[src/rtl/adder_arb_pkg.sv]
// adder_arb_pkg: shared types and constants for the shared add/sub arbiter.
//   state_e  : controller states (StIdle, StExec, StResp)
//   FLAG_*   : bit positions of N/Z/C/V inside the 4-bit flag vector
//   req_id_t : requester identifier (two requesters, 1 bit)
//   sat_inc8 : saturating 8-bit increment used by the optional grant counters
package adder_arb_pkg;

  typedef enum logic [1:0] {
    StIdle,
    StExec,
    StResp
  } state_e;

  localparam int unsigned FLAG_N = 3;
  localparam int unsigned FLAG_Z = 2;
  localparam int unsigned FLAG_C = 1;
  localparam int unsigned FLAG_V = 0;

  typedef logic req_id_t;

  localparam logic [7:0] CntMax = 8'hFF;

  function automatic logic [7:0] sat_inc8(input logic [7:0] v);
    return (v == CntMax) ? v : v + 8'd1;
  endfunction

endpackage

[src/rtl/rr_arbiter_2.sv]
// rr_arbiter_2: combinational two-way round-robin pick.
//   valid [1:0] in  : request lines
//   ptr         in  : preferred requester this round
//   grant [1:0] out : one-hot grant (zero when nothing is valid)
module rr_arbiter_2 (
  input  logic [1:0] valid,
  input  logic       ptr,
  output logic [1:0] grant
);

  // The preferred requester wins if valid; otherwise the other one may take it.
  always_comb begin
    grant    = 2'b00;
    grant[0] = valid[0] & (~ptr | ~valid[1]);
    grant[1] = valid[1] & (ptr | ~valid[0]);
  end

endmodule

[src/rtl/adder_share_arbiter.sv]
// adder_share_arbiter: one WIDTH-bit add/subtract unit with N/Z/C/V flags shared
// between two requesters under round-robin arbitration.
//
// Flow: IDLE grants and captures operands, EXEC computes and registers the result,
// RESP presents it until rsp_ready. Accept at T gives rsp_valid at T+2.
//
// Ports:
//   clk, rst_n              clock, asynchronous active-low reset
//   req_valid[1:0]          per-requester request valid
//   req_ready[1:0]          per-requester accept (only in IDLE, only granted bit)
//   req_sub[1:0]            per-requester op: 0 = A+B, 1 = A-B
//   req_a0/b0, req_a1/b1    operands for requester 0 / 1
//   rsp_valid, rsp_ready    response handshake
//   rsp_id                  owner of the response
//   rsp_sum                 result
//   rsp_flags               {N,Z,C,V}
//   grant_cnt0/1            saturating transfer counters (only with ADD_ARB_STATS_EN)
//
// Optional feature macro: ADD_ARB_STATS_EN
module adder_share_arbiter
  import adder_arb_pkg::*;
#(
  parameter int unsigned WIDTH = 4
) (
  input  logic             clk,
  input  logic             rst_n,
  input  logic [1:0]       req_valid,
  output logic [1:0]       req_ready,
  input  logic [1:0]       req_sub,
  input  logic [WIDTH-1:0] req_a0,
  input  logic [WIDTH-1:0] req_b0,
  input  logic [WIDTH-1:0] req_a1,
  input  logic [WIDTH-1:0] req_b1,
  output logic             rsp_valid,
  input  logic             rsp_ready,
  output logic             rsp_id,
  output logic [WIDTH-1:0] rsp_sum,
`ifdef ADD_ARB_STATS_EN
  output logic [7:0]       grant_cnt0,
  output logic [7:0]       grant_cnt1,
`endif
  output logic [3:0]       rsp_flags
);

  state_e           state_q, state_d;
  logic             rr_ptr_q, rr_ptr_d;
  logic [WIDTH-1:0] a_q, a_d;
  logic [WIDTH-1:0] b_q, b_d;
  logic             sub_q, sub_d;
  req_id_t          owner_q, owner_d;
  logic [WIDTH-1:0] sum_q, sum_d;
  logic [3:0]       flags_q, flags_d;

  logic [1:0]       grant;
  logic             xfer;

  rr_arbiter_2 u_arb (
    .valid (req_valid),
    .ptr   (rr_ptr_q),
    .grant (grant)
  );

  // Ready is gated by reset so nothing looks accepted while reset is held.
  assign req_ready = ((state_q == StIdle) && rst_n) ? grant : 2'b00;
  assign xfer      = |(req_valid & req_ready);

  // Datapath: subtract is a + ~b + 1, so the carry-out means "no borrow".
  logic [WIDTH-1:0] b_eff;
  logic [WIDTH:0]   full;
  logic [WIDTH-1:0] res;
  logic [3:0]       flags_calc;

  always_comb begin
    b_eff = sub_q ? ~b_q : b_q;
    full  = {1'b0, a_q} + {1'b0, b_eff} + {{WIDTH{1'b0}}, sub_q};
    res   = full[WIDTH-1:0];

    flags_calc         = 4'b0000;
    flags_calc[FLAG_N] = res[WIDTH-1];
    flags_calc[FLAG_Z] = (res == '0);
    flags_calc[FLAG_C] = full[WIDTH];
    // Overflow when both adder inputs share a sign that the result does not.
    flags_calc[FLAG_V] = (a_q[WIDTH-1] == b_eff[WIDTH-1]) && (res[WIDTH-1] != a_q[WIDTH-1]);
  end

  always_comb begin
    state_d  = state_q;
    rr_ptr_d = rr_ptr_q;
    a_d      = a_q;
    b_d      = b_q;
    sub_d    = sub_q;
    owner_d  = owner_q;
    sum_d    = sum_q;
    flags_d  = flags_q;

    unique case (state_q)
      StIdle: begin
        if (xfer) begin
          owner_d = grant[1];
          a_d     = grant[1] ? req_a1 : req_a0;
          b_d     = grant[1] ? req_b1 : req_b0;
          sub_d   = grant[1] ? req_sub[1] : req_sub[0];
          state_d = StExec;
        end
      end
      StExec: begin
        sum_d   = res;
        flags_d = flags_calc;
        state_d = StResp;
      end
      StResp: begin
        if (rsp_ready) begin
          rr_ptr_d = ~owner_q;
          state_d  = StIdle;
        end
      end
      default: state_d = StIdle;
    endcase
  end

  always_ff @(posedge clk or negedge rst_n) begin
    if (!rst_n) begin
      state_q  <= StIdle;
      rr_ptr_q <= 1'b0;
      a_q      <= '0;
      b_q      <= '0;
      sub_q    <= 1'b0;
      owner_q  <= 1'b0;
      sum_q    <= '0;
      flags_q  <= 4'b0000;
    end else begin
      state_q  <= state_d;
      rr_ptr_q <= rr_ptr_d;
      a_q      <= a_d;
      b_q      <= b_d;
      sub_q    <= sub_d;
      owner_q  <= owner_d;
      sum_q    <= sum_d;
      flags_q  <= flags_d;
    end
  end

  assign rsp_valid = (state_q == StResp);
  assign rsp_id    = owner_q;
  assign rsp_sum   = sum_q;
  assign rsp_flags = flags_q;

`ifdef ADD_ARB_STATS_EN
  logic [7:0] cnt0_q, cnt1_q;

  always_ff @(posedge clk or negedge rst_n) begin
    if (!rst_n) begin
      cnt0_q <= 8'd0;
      cnt1_q <= 8'd0;
    end else if (xfer) begin
      if (grant[0]) cnt0_q <= sat_inc8(cnt0_q);
      if (grant[1]) cnt1_q <= sat_inc8(cnt1_q);
    end
  end

  assign grant_cnt0 = cnt0_q;
  assign grant_cnt1 = cnt1_q;
`endif

endmodule

[config.mk]
export PLATFORM = sky130hd
export DESIGN_NAME = adder_share_arbiter
export DESIGN_NICKNAME = d
export VERILOG_FILES = /design/src/rtl/adder_arb_pkg.sv /design/src/rtl/rr_arbiter_2.sv /design/src/rtl/adder_share_arbiter.sv
export SDC_FILE = /design/constraint.sdc
export NUM_CORES = 1
export LEC_CHECK = 0
export ABC_AREA = 1
export BUFFER_PORTS_ARGS = -buffer_cell sky130_fd_sc_hd__buf_2
export CORE_MARGIN = 4
export CORE_UTILIZATION = 50
export CTS_CLUSTER_SIZE = 24
export DETAILED_ROUTE_END_ITERATION = 7
export PLACE_DENSITY = 0.76
export SETUP_SLACK_MARGIN = 0.1
export SKIP_LAST_GASP = 1
export SLEW_MARGIN = 0
export SYNTH_ARGS = -nofsm -noshare
export SYNTH_HDL_FRONTEND = slang
export SYNTH_SLANG_ARGS = --single-unit
[constraint.sdc]
create_clock -name clk -period 1.8 [get_ports clk]
set_input_delay 0.09 -clock clk [delete_from_list [all_inputs] [get_ports clk]]
set_output_delay 0.09 -clock clk [all_outputs]
set_load 0.005 [all_outputs]
==> flow_summary.json <==
{
  "status": "finished, final reports clean",
  "finalSetupViolCount": 0,
  "worst_pin_slew_ns": 0.247,
  "cts_tree": "done",
  "multi_input_area_um2": 593,
  "firstDrtPassIters": 4,
  "synth_cells": 161,
  "pre_cts_ws_ns": 0.0868,
  "clk_pin_slew_worst_paths_ns": 0.10,
  "yosysWarnings": 0,
  "dpl-instance-area_um2": 1360,
  "fmax_mhz": 610,
  "vias": 1113,
  "gp_congestion": 0.771,
  "rsz0062_at_grt": "yes",
  "cts_max_level": 1,
  "crit_type": "reg2reg",
  "initial_utilization_pct": 52.5,
  "p_leak_nw": 0.867,
  "drive_above_1_share_pct": 29.0,
  "synthTopCellsByArea": "dfrtp_1 43%, nand2_1 20%, nand3_1 12%, inv_1 5.8%, ha_1 3.2%",
  "fin_ws_ns": 0.161,
  "fin_area_um2": 1460,
  "ir_drop_v": 0.000680,
  "yosysSeqAreaShare_pct": 43.1,
  "io_pins": 35,
  "maxCapViolCount": 0,
  "viasPerCell": 4.88,
  "post_drt_wl_per_cell_um": 11.0,
  "cts_buffers": 3,
  "num-fill-cells": 217,
  "die_x_um": 56.2,
  "track_usage_pct": 16.5,
  "clock_sinks": 20,
  "clkLatencyLatePin_ns": 0.30,
  "grt_max_degree": 21,
  "grt_antenna_before_repair": 0,
  "slew_viol_final": 0,
  "cts.root.buffer_cell": "clkbuf_4",
  "p_per_area_nw_per_um2": 1670,
  "routed_wl_um": 2510,
  "synth_commonest_cells": "63 x nand2_1, 27 x nand3_1, 20 x dfrtp_1, 18 x inv_1, 9 x nor2_1",
  "antenna_cells": 0,
  "ant_nets": 0,
  "period_needed_ns": 1.64,
  "cpMostUsedCell": "nand2_1",
  "synth-main-ff-cell": "dfrtp_1",
  "syn-cell-area_um2": 1160,
  "cp_data_arrival_time_ns": 1.88,
  "cp-start-kind": "flip-flop",
  "async_flop_share_pct": 100,
  "post-synth-top-count-cell": "nand2_1",
  "grt_pass1_vias": 1052,
  "nets": 229,
  "coreArea_um2": 2210,
  "cp_cell_sequence": "xnor2_2 -> fa_2 -> inv_1 -> nor2_2 -> nand2_1 -> nor2_1 -> nand3_1 -> nand2_1",
  "floorplan.die_area_um2": 3160,
  "crit_slowest_cell": "fa_2",
  "fin_crit_sh_pct": 91.0,
  "hp-class": "in2reg",
  "area_delta_synth_final_pct": 25.2,
  "timing.slew.headroom_pct": 83.5,
  "rows": 17,
  "grt_pass1_wl_um": 4200,
  "ys_seq_elements": 20,
  "crit_fanout": 5,
  "port_buffers": 34,
  "setup_tns_ns": 0,
  "cp.required_ns": 2.04,
  "crit_path_max_incr_delay_ns": 0.53,
  "cts_buffer_depth": 2,
  "finish.utilization_pct": 65.8,
  "syn-num-nets": 188,
  "regArea_um2": 502,
  "synth.avg_cell_area_um2": 7.22,
  "gr-total-overflow": 0,
  "fp.dieH_um": 56.2,
  "finalClockSkew_ns": 0.00745,
  "cp-end-kind": "flip-flop",
  "synth_enable_flop_cells": 0,
  "power.total_mw": 2.44,
  "drt_iter0_markers": 22,
  "report.final.hold_viol_count": 0,
  "synth.distinct_cells": 18,
  "r2r_slack_ns": 0.16,
  "netlist.area_leader.share_pct": 43.1,
  "dp_hpwl_um": 1910,
  "synth_top_cell_by_area": "dfrtp_1",
  "drc": 0
}
## timing repair
item	in CTS	in global routing
gates resized for setup	1	10
setup buffers	0	2
hold endpoints to repair	21	0
gates cloned	0	0
hold buffers	2	0
endpoints found under the setup margin	3	4
pin swaps	0	5
## report_power, final
group	switching [mW]	total [mW]	internal [mW]	leakage, nW
Clock	0.126	0.204	0.0782	0.0138
Sequential	0.155	0.808	0.653	0.247
Combinational	0.831	1.42	0.593	0.606
## flip-flops by register name, summed over array words and instances (netlist names)
name	count
a_q	4
b_q	4
rr_ptr_q	1
rsp_flags	3
rsp_id	1
rsp_sum	4
state_q	2
sub_q	1
## final cells by class
class / count / area share (%)
clock buffer: 3 / 1.55
inverter: 18 / 4.64
timing repair buffer: 42 / 16.2
multi-input combinational: 117 / 40.8
tap: 28 / 2.41
sequential: 20 / 34.5
## logic make-up (layout without fill, tap and decap cells)
kind of cell	Yosys count	count (layout)	share of synthesized area, %
AND/OR/NAND/NOR	104	104	38.0
XOR/XNOR	3	3	2.26
AO/OA/AOI/OAI	6	6	2.69
buffers and inverters	24	63	9.04
flip-flops	20	20	43.1
adder cells (fa/ha/maj)	4	4	4.95
## routing by layer
| layer | part of all wire, % | up-vias | track usage, % |
|---|---|---|---|
| li1 | - | 579 | - |
| met1 | 41 | 489 | 18.7 |
| met2 | 50 | 38 | 29.9 |
| met3 | 5.9 | 7 | 2.09 |
| met4 | 3.1 | 0 | 8.14 |
| met5 | 0 | - | 0 |
## critical path: cells and delay by family (launching register included)
| kind | cells | cell delay (ns) |
|---|---|---|
| fa+ha+maj | 1 | 0.53 |
| flops | 1 | 0.46 |
| simple gates | 5 | 0.38 |
| xor+xnor | 1 | 0.17 |
| buf+inv | 1 | 0.05 |
## per-stage QoR
stage	instances	hold WS (ns)
global placement	221	0.0695
global route	228	0.0611
CTS	226	0.0602
floorplan	161	-0.206
detailed placement	221	0.0744
finish	228	0.0635
## layout by cell type (no fill, tap or decap)
cell,n
a21oi_1,1
inv_1,18
nor2_2,1
dlygate4sd3_1,2
buf_4,6
dfrtp_2,1
ha_1,3
xnor2_2,1
nand2_2,7
nand2_1,59
o21ai_0,3
clkbuf_4,3
xor2_1,2
a21oi_2,1
buf_2,34
nor3_1,1
nor3b_2,1
nand3_2,2
dfrtp_1,19
nand3_1,25
fa_2,1
a31oi_1,1
nor2_1,8
## final timing paths
path | depth (start not counted) | startpoint | to
setup / recovery | 8 | sub_q | rsp_flags[2]
hold / removal | 5 | req_b0[2] | b_q[2]
setup reg to reg | 8 | sub_q | rsp_flags[2]
hold reg to reg | 2 | rsp_flags[2] | rsp_flags[2]
max in group asynchronous | 3 | rst_n | sub_q
min in group asynchronous | 3 | rst_n | rsp_sum[3]
Note: power is estimated with default switching activity, not from simulation.
